[src/rtl/pooling_ctrl.sv]
// Control sequencer for a 2x2, stride-2 pooling stage fed by a raster-order pixel stream.
// It drives the x-mux, register-file write/read controls and pool enable, and flags each finished pooled pixel.
module pooling_ctrl #(
  parameter int IMG_W  = 8,
  parameter int IMG_H  = 8,
  parameter int ADDR_W = 4
) (
  input  logic                        clk,
  input  logic                        rst,
  input  logic                        start,
  input  logic                        in_valid,
  output logic                        busy,
  output logic                        done,
  output logic                        x_sel,
  output logic                        pool_en,
  output logic                        rf_wr_en,
  output logic                        rf_wr_sel,
  output logic [ADDR_W-1:0]           rf_wr_addr,
  output logic [ADDR_W-1:0]           rf_rd_addr,
  output logic                        out_valid,
  output logic [ADDR_W-1:0]           out_col,
  output logic [$clog2(IMG_H/2):0]    out_row
);

  localparam int CW   = $clog2(IMG_W);
  localparam int RW   = $clog2(IMG_H);
  localparam int OR_W = $clog2(IMG_H/2) + 1;

  localparam logic [CW-1:0] COL_LAST = CW'(IMG_W - 1);
  localparam logic [RW-1:0] ROW_LAST = RW'(IMG_H - 1);

  typedef enum logic [1:0] {
    S_IDLE = 2'd0,
    S_RUN  = 2'd1,
    S_DONE = 2'd2
  } state_t;

  state_t            state_q, state_d;
  logic [CW-1:0]     col_q, col_d;
  logic [RW-1:0]     row_q, row_d;
  logic [ADDR_W-1:0] addr_q, addr_d;
  logic [ADDR_W-1:0] ocol_q, ocol_d;
  logic [OR_W-1:0]   orow_q, orow_d;
  logic [ADDR_W-1:0] slot_s;

  assign slot_s = ADDR_W'(col_q >> 1);

  always_ff @(posedge clk or posedge rst) begin
    if (rst) begin
      state_q <= S_IDLE;
      col_q   <= '0;
      row_q   <= '0;
      addr_q  <= '0;
      ocol_q  <= '0;
      orow_q  <= '0;
    end else begin
      state_q <= state_d;
      col_q   <= col_d;
      row_q   <= row_d;
      addr_q  <= addr_d;
      ocol_q  <= ocol_d;
      orow_q  <= orow_d;
    end
  end

  // Outputs are combinational so they line up with the same-cycle pixel; the address
  // and output-position registers only remember the last values for idle cycles.
  always_comb begin
    state_d    = state_q;
    col_d      = col_q;
    row_d      = row_q;
    addr_d     = addr_q;
    ocol_d     = ocol_q;
    orow_d     = orow_q;
    busy       = 1'b0;
    done       = 1'b0;
    x_sel      = 1'b1;
    pool_en    = 1'b0;
    rf_wr_en   = 1'b0;
    rf_wr_sel  = 1'b0;
    out_valid  = 1'b0;
    rf_wr_addr = addr_q;
    rf_rd_addr = addr_q;
    out_col    = ocol_q;
    out_row    = orow_q;

    case (state_q)
      S_IDLE: begin
        if (start) begin
          state_d = S_RUN;
          col_d   = '0;
          row_d   = '0;
        end else begin
          state_d = S_IDLE;
        end
      end
      S_RUN: begin
        busy = 1'b1;
        if (in_valid) begin
          addr_d     = slot_s;
          rf_wr_addr = slot_s;
          rf_rd_addr = slot_s;
          case ({row_q[0], col_q[0]})
            2'b00: begin
              rf_wr_en = 1'b1;
            end
            2'b11: begin
              pool_en   = 1'b1;
              out_valid = 1'b1;
              out_col   = slot_s;
              out_row   = OR_W'(row_q >> 1);
              ocol_d    = slot_s;
              orow_d    = OR_W'(row_q >> 1);
            end
            default: begin
              pool_en   = 1'b1;
              rf_wr_en  = 1'b1;
              rf_wr_sel = 1'b1;
            end
          endcase
          if (col_q == COL_LAST) begin
            col_d = '0;
            if (row_q == ROW_LAST) begin
              row_d   = '0;
              state_d = S_DONE;
            end else begin
              row_d = row_q + RW'(1);
            end
          end else begin
            col_d = col_q + CW'(1);
          end
        end else begin
          state_d = S_RUN;
        end
      end
      S_DONE: begin
        done    = 1'b1;
        state_d = S_IDLE;
      end
      default: begin
        state_d = S_IDLE;
      end
    endcase
  end

endmodule

[config.mk]
export PLATFORM = sky130hd
export DESIGN_NAME = pooling_ctrl
export DESIGN_NICKNAME = d
export VERILOG_FILES = /design/src/rtl/pooling_ctrl.sv
export SDC_FILE = /design/constraint.sdc
export NUM_CORES = 1
export LEC_CHECK = 0
export ABC_AREA = 1
export BUFFER_PORTS_ARGS = -buffer_cell sky130_fd_sc_hd__buf_2
export CORE_MARGIN = 2
export CORE_UTILIZATION = 51
export CTS_CLUSTER_DIAMETER = 60
export DETAILED_ROUTE_END_ITERATION = 8
export PLACE_DENSITY = 0.77
export SETUP_SLACK_MARGIN = 0.5
export SKIP_CTS_REPAIR_TIMING = 1
export SLEW_MARGIN = 20
export SYNTH_ARGS = -nofsm -noshare
export SYNTH_HDL_FRONTEND = slang
export SYNTH_SLANG_ARGS = --single-unit
[constraint.sdc]
create_clock -name clk -period 1.73 [get_ports clk]
set_input_delay 0.2595 -clock clk [delete_from_list [all_inputs] [get_ports clk]]
set_output_delay 0.2595 -clock clk [all_outputs]
set_load 0.005 [all_outputs]
# Yosys cells after proc, flatten, opt, wreduce, memory -nomap -nowiden
# Cells that the tools add are included.
[word_totals]
regBits = 19
in_bits = 4
output_inout_bits = 22
[classes]
add_sub_neg = 2
eq_ne = 10
n_mux = 35
n_reduce_logical = 7
[op_table]
columns = ["operator", "n"]
rows = [
  ["3-bit two-way mux", 9],
  ["4-bit two-way mux", 5],
  ["1-bit two-way mux", 15],
  ["3-bit one-hot mux with 2 select lines", 2],
  ["3-bit by 1-bit adder with 3-bit output, second input constant", 2],
  ["3-bit equality test, second input constant", 2],
  ["2-bit two-way mux", 3],
  ["2-bit != test, second input constant", 3],
  ["3-bit != test, second input constant", 2],
  ["2-bit equality test, second input constant", 2],
  ["2-bit zero test", 2],
  ["2-bit one-hot mux with 2 select lines", 1],
  ["4-bit AND reduction", 1],
  ["3-bit AND reduction", 1],
  ["2-bit by 1-bit equality test with 1-bit output, second input constant", 1],
  ["2-bit AND reduction", 1],
  ["2-bit nonzero test", 1],
  ["2-bit OR reduction", 1],
]

# Depth between registers and ports, before layout
# Gate-level depths: netlist of run 1.
[logic_depth]
ltp_word = 5
depth_mapped = 7
depth_no_buf = 7

# Least setup slack after synthesis of run 1
# OpenSTA, ideal clock, no wires.
[synth_path]
path_kind = "register to output"
start = "register state_q[0]"
end = "output rf_wr_addr[1]"
arrival_ps = 1104
required_time_ps = 1470
slack_ps = 366
path_stages_with_launch = 7
path_cell_list = "dfrtp_1 -> inv_2 -> nor2_4 -> nand2_4 -> buf_6 -> o21ai_2 -> buf_4"
[synth_between]
elab_chain_len = 2
[synth_rtl]
columns = ["item", "line", "text"]
rows = [
  ["from (decl)", "38", "state_t state_q, state_d;"],
  ["from (signal assigned)", "57", "state_q <= state_d;"],
  ["2-bit by 1-bit equality test with 1-bit output", "n/a", ""],
  ["4-bit two-way mux", "n/a", ""],
  ["to (decl)", "18", "output logic [ADDR_W-1:0] rf_wr_addr,"],
]
# No other way between the ends.

# Worst setup path in the final report of run 1
[layout_path]
start = "register col_q[0]"
end = "register row_q[0]"
[layout_between]
elab_chain_len = 3
[layout_rtl]
columns = ["item", "line", "text"]
rows = [
  ["from (decl)", "39", "logic [CW-1:0] col_q, col_d;"],
  ["from (signal assigned)", "58", "col_q <= col_d;"],
  ["3-bit equality test", "121", "if (col_q == COL_LAST) begin"],
  ["2-bit != test (no line)", "n/a", ""],
  ["4-bit AND reduction (no line)", "n/a", ""],
  ["to (signal assigned)", "59", "row_q <= row_d;"],
  ["to (decl)", "40", "logic [RW-1:0] row_q, row_d;"],
]
# No other way between the ends.
# A chain may end at the register's enable or synchronous reset.

==> results of run 1 <==
## cell usage after synthesis, types with 2 or more instances
library cell | instances | area share [%]
dfrtp_1 | 19 | 47
nand3_1 | 8 | 4.0
o21ai_0 | 2 | 0.99
nor3_1 | 2 | 0.99
nor2_1 | 11 | 4.1
nand2_1 | 42 | 16
buf_4 | 5 | 3.7
inv_1 | 16 | 5.9
ha_1 | 7 | 8.7
nor2_4 | 3 | 3.3
## layer usage
layer  GRT usage (%)  up-vias  share of wire (%)
met5               0        -                  0
met4            7.14        0               0.89
li1                -      450                  -
met1            21.8      463                 43
met2            28.9       30                 52
met3            4.32        4                4.4
## worst min path at each step
stage,to,depth (start not counted)
2_1_floorplan,addr_q[0],1
3_3_place_gp,orow_q[0],2
3_5_place_dp,orow_q[2],2
4_1_cts,ocol_q[0],2
5_1_grt,ocol_q[2],2
6_report,addr_q[1],2
## registers in the layout, summed over array words and instances, names as in the netlist
| name | flops |
|---|---|
| addr_q | 4 |
| ocol_q | 4 |
| col_q | 3 |
| orow_q | 3 |
| row_q | 3 |
| state_q | 2 |
## worst max-delay path, cell delays in order (launching register included)
cell	delay [ns]
dfrtp_2	0.49
buf_4	0.16
buf_4	0.13
ha_1	0.20
ha_1	0.26
nand3_1	0.13
nand2_1	0.10
nand3_1	0.09
nand2_1	0.06
## cell usage in the layout (no fill, tap or decap)
cell type	count
nand2_1	37
buf_2	24
dfrtp_1	16
buf_4	16
inv_1	10
nor2_1	9
nand3_1	8
inv_2	7
nand2_2	5
nor2_4	4
ha_1	4
ha_4	3
clkbuf_4	3
dfrtp_2	3
nand2_4	2
nor2_2	2
nor3_2	2
nand4_1	1
o21ai_1	1
o21ai_4	1
o21ai_0	1
conb_1	1
clkinv_2	1
## power breakdown
| group | total (mW) | switching (mW) | internal, mW |
|---|---|---|---|
| clock network | 0.231 | 0.145 | 0.0863 |
| logic | 0.753 | 0.392 | 0.360 |
| registers | 0.708 | 0.116 | 0.591 |
| total | 1.69 | 0.654 | 1.04 |
## cells by family (layout without fill, tap and decap cells)
| group | count (synthesis) | count (layout) |
|---|---|---|
| other | 1 | 1 |
| DFF | 19 | 19 |
| AOI/OAI and AO/OA | 3 | 3 |
| adders and majority gates | 7 | 7 |
| buffers and inverters | 23 | 61 |
| and+or+nand+nor | 70 | 70 |
## per-stage QoR
stage               total power, mW  utilization, %
finish                         1.69            70.2
global route                   1.83            70.2
CTS                            1.48            59.6
detailed placement             1.26            58.2
global placement               1.24            58.2
floorplan                      1.07               -
## area by class of cell
type / instances / area (um2)
Inverter: 17 / 63.8
Clock inverter: 1 / 5.00
Sequential cell: 19 / 479
Clock buffer: 3 / 22.5
Multi-Input combinational cell: 81 / 505
Tap cell: 27 / 33.8
Fill cell: 153 / 572
Timing Repair Buffer: 40 / 240
==> metrics.txt, run 1 <==
Post-Synth XOR/XNOR Area 0%; fin nets ~170; unrepaired setup endpoints after global routing yes; top_reg_cell synth dfrtp_1; status completed; Final TNS setup 0 ns; routed vias/inst roughly 5.0; FF+latch count, synth 19; clock slew seen by the registers of the worst setup and hold paths ~0.11 ns; Syn Inst Count 123; root buf cell clkbuf_4; Synth Area in Compound Gates 1.86%; Final Critical Period between 1.5 and 2 ns; CTS Buffer Depth 2; final hold slack around 0.061 ns; largest net degree at the start of global routing 20; Die X roughly 49 um; flop2flop setup slack a little under 0.007 ns; final worst path period share 99.6%; vias post-DR around 950; post-synthesis mux area share 0%; GRT Overall Usage 17.4%; largest family of logic cells by synthesized area simple AND/OR/NAND/NOR gates; Slew Limit Fails 0; Leak slightly below 0.8 nW; CP Capture Type register; asr flop ratio synth 100%; final RePlAce weighted congestion 0.828; vias in the first global route between 700 and 800; first-pass GRT wire length between 3000 and 4000 um; endpoints failing hold 0; MaxCap Viol Count 0; DP Cell Count 168; R2R cell count 8; placed cell areas 0.00112 mm2; WL/cell roughly 13 um; area grow syn2layout 33.5%; Reg2Reg Capture Point row_q[0]; die area between 0.002 and 0.0025 mm2; Core ar. roughly 0.0019 mm2; CTS tree yes; post-route cell area around 0.0014 mm2; Worst EP arrival 1.92 ns; CP endpoint row_q[0]; Rows 16; Final WS setup just under 0.007 ns; Synth warnings 0; Final HPWL DP about 1400 um; final WL between 2000 and 2500 um; Pwr Density about 1300 mW/mm2; height of the die 48.5 um; I/O pins 26; Worst Skew 0.00373 ns; CTS H-tree lvls 1; register area share after synthesis 47.0%; CTS Buf Count 3; Placement Setup Slack ~0.27 ns; WP data required slightly below 2 ns; share of layout cells above drive strength 1 approximately 45%; Clk Latency, worst-skew pair roughly 0.30 ns; CP startpoint col_q[0]; Worst-Margin Slew approximately 0.73 ns; worst min path class input pin to async pin; ANT cells 0; Syn Std Cell Area roughly 0.0010 mm2; Adder-Cell Fraction of Synth Area 8.66%; Initial Util 52.6%; synth unique cells 18; DR DRC count 0; worst relative slew slack 51.1%; Max Freq 580 MHz; Initial DRC Count 30; Port-buffer cells 24; DR pass1 iterations 4; initial antenna violation count 0; reg2reg start col_q[0]; clock sink count 19; Setup crit start kind register; Syn Nets 134; syn avg cell area around 8.2 um2; Synth Area in Simple Gates 30.9%; GRT Residual Overflow 0; Non-Filler Instances 188; Worst VDD drop 764 uV; Worst Setup Path Type register to register; Max FO, Critical Path 5; setup violators final 0; antenna viol nets, final 0; Post-synth EDFFs 0
(Power assumes the default switching activity.)
==> inputs of run 2 (changes only) <==
--- a/config.mk
+++ b/config.mk
@@ -8,10 +8,10 @@
 export ABC_AREA = 1
 export BUFFER_PORTS_ARGS = -buffer_cell sky130_fd_sc_hd__buf_2
 export CORE_MARGIN = 2
-export CORE_UTILIZATION = 51
+export CORE_UTILIZATION = 45
 export CTS_CLUSTER_DIAMETER = 60
 export DETAILED_ROUTE_END_ITERATION = 8
-export PLACE_DENSITY = 0.77
+export PLACE_DENSITY = 0.7
 export SETUP_SLACK_MARGIN = 0.5
 export SKIP_CTS_REPAIR_TIMING = 1
 export SLEW_MARGIN = 20
==> run 2 against run 1 <==
Compared with the run above:
- the flow now finishes with violations (setup timing)
- core utilization down 6.8 points
- hold slack worse by 0.0035 ns
- sequential share of layout area down 0.59 points
- maximum frequency down 2.5%
- count of clock-buffer cells in the layout unchanged
- critical path depth down 1
- sequential power up 0.6%
- critical path type is now register to primary output
- largest cell class unchanged
- largest power group unchanged
- highest routed layer unchanged
==> metrics.txt, run 2 (synthesis gave the netlist of run 1 again) <==
Reg2Reg Capture Point row_q[2]; Initial DRC Count 19; Initial Util a little under half; GRT Residual Overflow 0; Worst Setup Path Type register to primary output; DP Cell Count 169; Worst-Margin Slew about 0.74 ns; worst relative slew slack around 50%; Leak around 0.77 nW; CTS H-tree lvls 1; final WL between 2000 and 2500 um; most common cell after layout, fill and taps aside nand2_1; Die X around 51 um; failing checks setup timing; Final HPWL DP approximately 1500 um; CP endpoint out_col[0]; vias in the first global route roughly 770; clock slew seen by the registers of the worst setup and hold paths 0.11 ns; CTS tree yes; Worst EP arrival 1.51 ns; clock sink count 19; largest net degree at the start of global routing 20; Setup crit start kind register; MaxCap Viol Count 0; final RePlAce weighted congestion between 0.8 and 0.9; Final WS setup -0.0371 ns; share of layout cells above drive strength 1 46.3%; most frequent cells in the layout 35 x nand2_1, 24 x buf_2, 16 x buf_4; area grow syn2layout 36.1%; post-route cell area ~0.0014 mm2; I/O pins 26; Non-Filler Instances 190; fin nets ~170; antenna viol nets, final 0; WL/cell 13.1 um; Top Registers addr_q x4, ocol_q x4; root buf cell clkbuf_4; Final TNS setup -0.0371 ns; CTS Buf Count 3; Rows 17; critical path's largest stage delay approximately 0.42 ns; flop2flop setup slack 0.35 ns; GRT Overall Usage between 15 and 20%; DR pass1 iterations 4; R2R cell count 8; initial antenna violation count 0; setup violators final 1; worst min path class input pin to async pin; Worst Skew 0.00184 ns; ANT cells 0; first-pass GRT wire length 3260 um; CP Capture Type primary output; CP max stage cell dfrtp_2; final worst path period share 102%; CTS Buffer Depth 2; Final Power ~1.8 mW; routed vias/inst 4.94; Clk Latency, worst-skew pair roughly 0.31 ns; Slew Limit Fails 0; final hold slack around 0.057 ns; unrepaired setup endpoints after global routing yes; CP delay by family, top simple AND/OR/NAND/NOR gates; reg2reg start col_q[0]; Worst VDD drop about 870 uV; Final Critical Period between 1.5 and 2 ns; die area ~0.0026 mm2; Max Freq 566 MHz; Max FO, Critical Path 5; CP bufs+invs 2; crit-path cells inv_2 -> nor2_4 -> nand2_4 -> nor2_4 -> nand2_1 -> nand2_1 -> buf_2; Pwr Density approximately 1300 mW/mm2; status complete, but fails checks; CP startpoint state_q[0]; DR DRC count 0; Port-buffer cells 24; placed cell areas around 0.0011 mm2; WP data required ~1.5 ns; vias post-DR between 900 and 1000; endpoints failing hold 0; Core ar. about 0.0022 mm2; height of the die just over 50 um; Worst path depth 7
==> run 2: cell types whose count changed in the layout (fill, tap and decap cells not counted), moves of 2 or more <==
cell	before	now
inv_2	7	4
nand2_2	5	8
inv_1	10	12
nand2_1	37	35
==> run 2: through the flow <==
step                      setup WS, ns  utilization (%)
after floorplan                  0.366                -
after global placement           0.321             51.6
after detailed placement         0.281             51.6
after CTS                      -0.0634             52.9
after global routing            -0.128             63.4
final                          -0.0371             63.4
==> run 2: worst min-delay path by stage <==
stage                            to  from  slack [ns]
final                     orow_q[0]   rst        0.06
after global routing      ocol_q[3]   rst        0.10
after CTS                 ocol_q[3]   rst        0.08
after detailed placement  ocol_q[3]   rst        0.41
after global placement    orow_q[0]   rst        0.40
after floorplan           addr_q[0]   rst        0.21
==> run 2: final cells by class <==
| type | instances | area [um2] |
|---|---|---|
| flip-flops and latches | 19 | 480 |
| repair buffers | 40 | 240 |
| well taps | 28 | 35.0 |
| inverters | 17 | 66.3 |
| fillers | 180 | 793 |
| clock inverters | 1 | 5.00 |
| multi-input cells | 82 | 527 |
| clock buffers | 3 | 22.5 |
==> run 2: routing by layer <==
metal | vias to the layer above | wire length (um) | GRT usage [%]
met5 | - | 0 | 0
met4 | 0 | 80 | 8.77
met3 | 11 | 155 | 3.80
met2 | 40 | 1210 | 25.4
met1 | 438 | 1040 | 22.0
li1 | 449 | - | -
==> run 2: where the power goes <==
group	total [mW]	switching, mW	internal [mW]
Clock	0.233	0.146	0.0865
Combinational	0.825	0.424	0.401
Sequential	0.712	0.120	0.592
Total	1.77	0.691	1.08
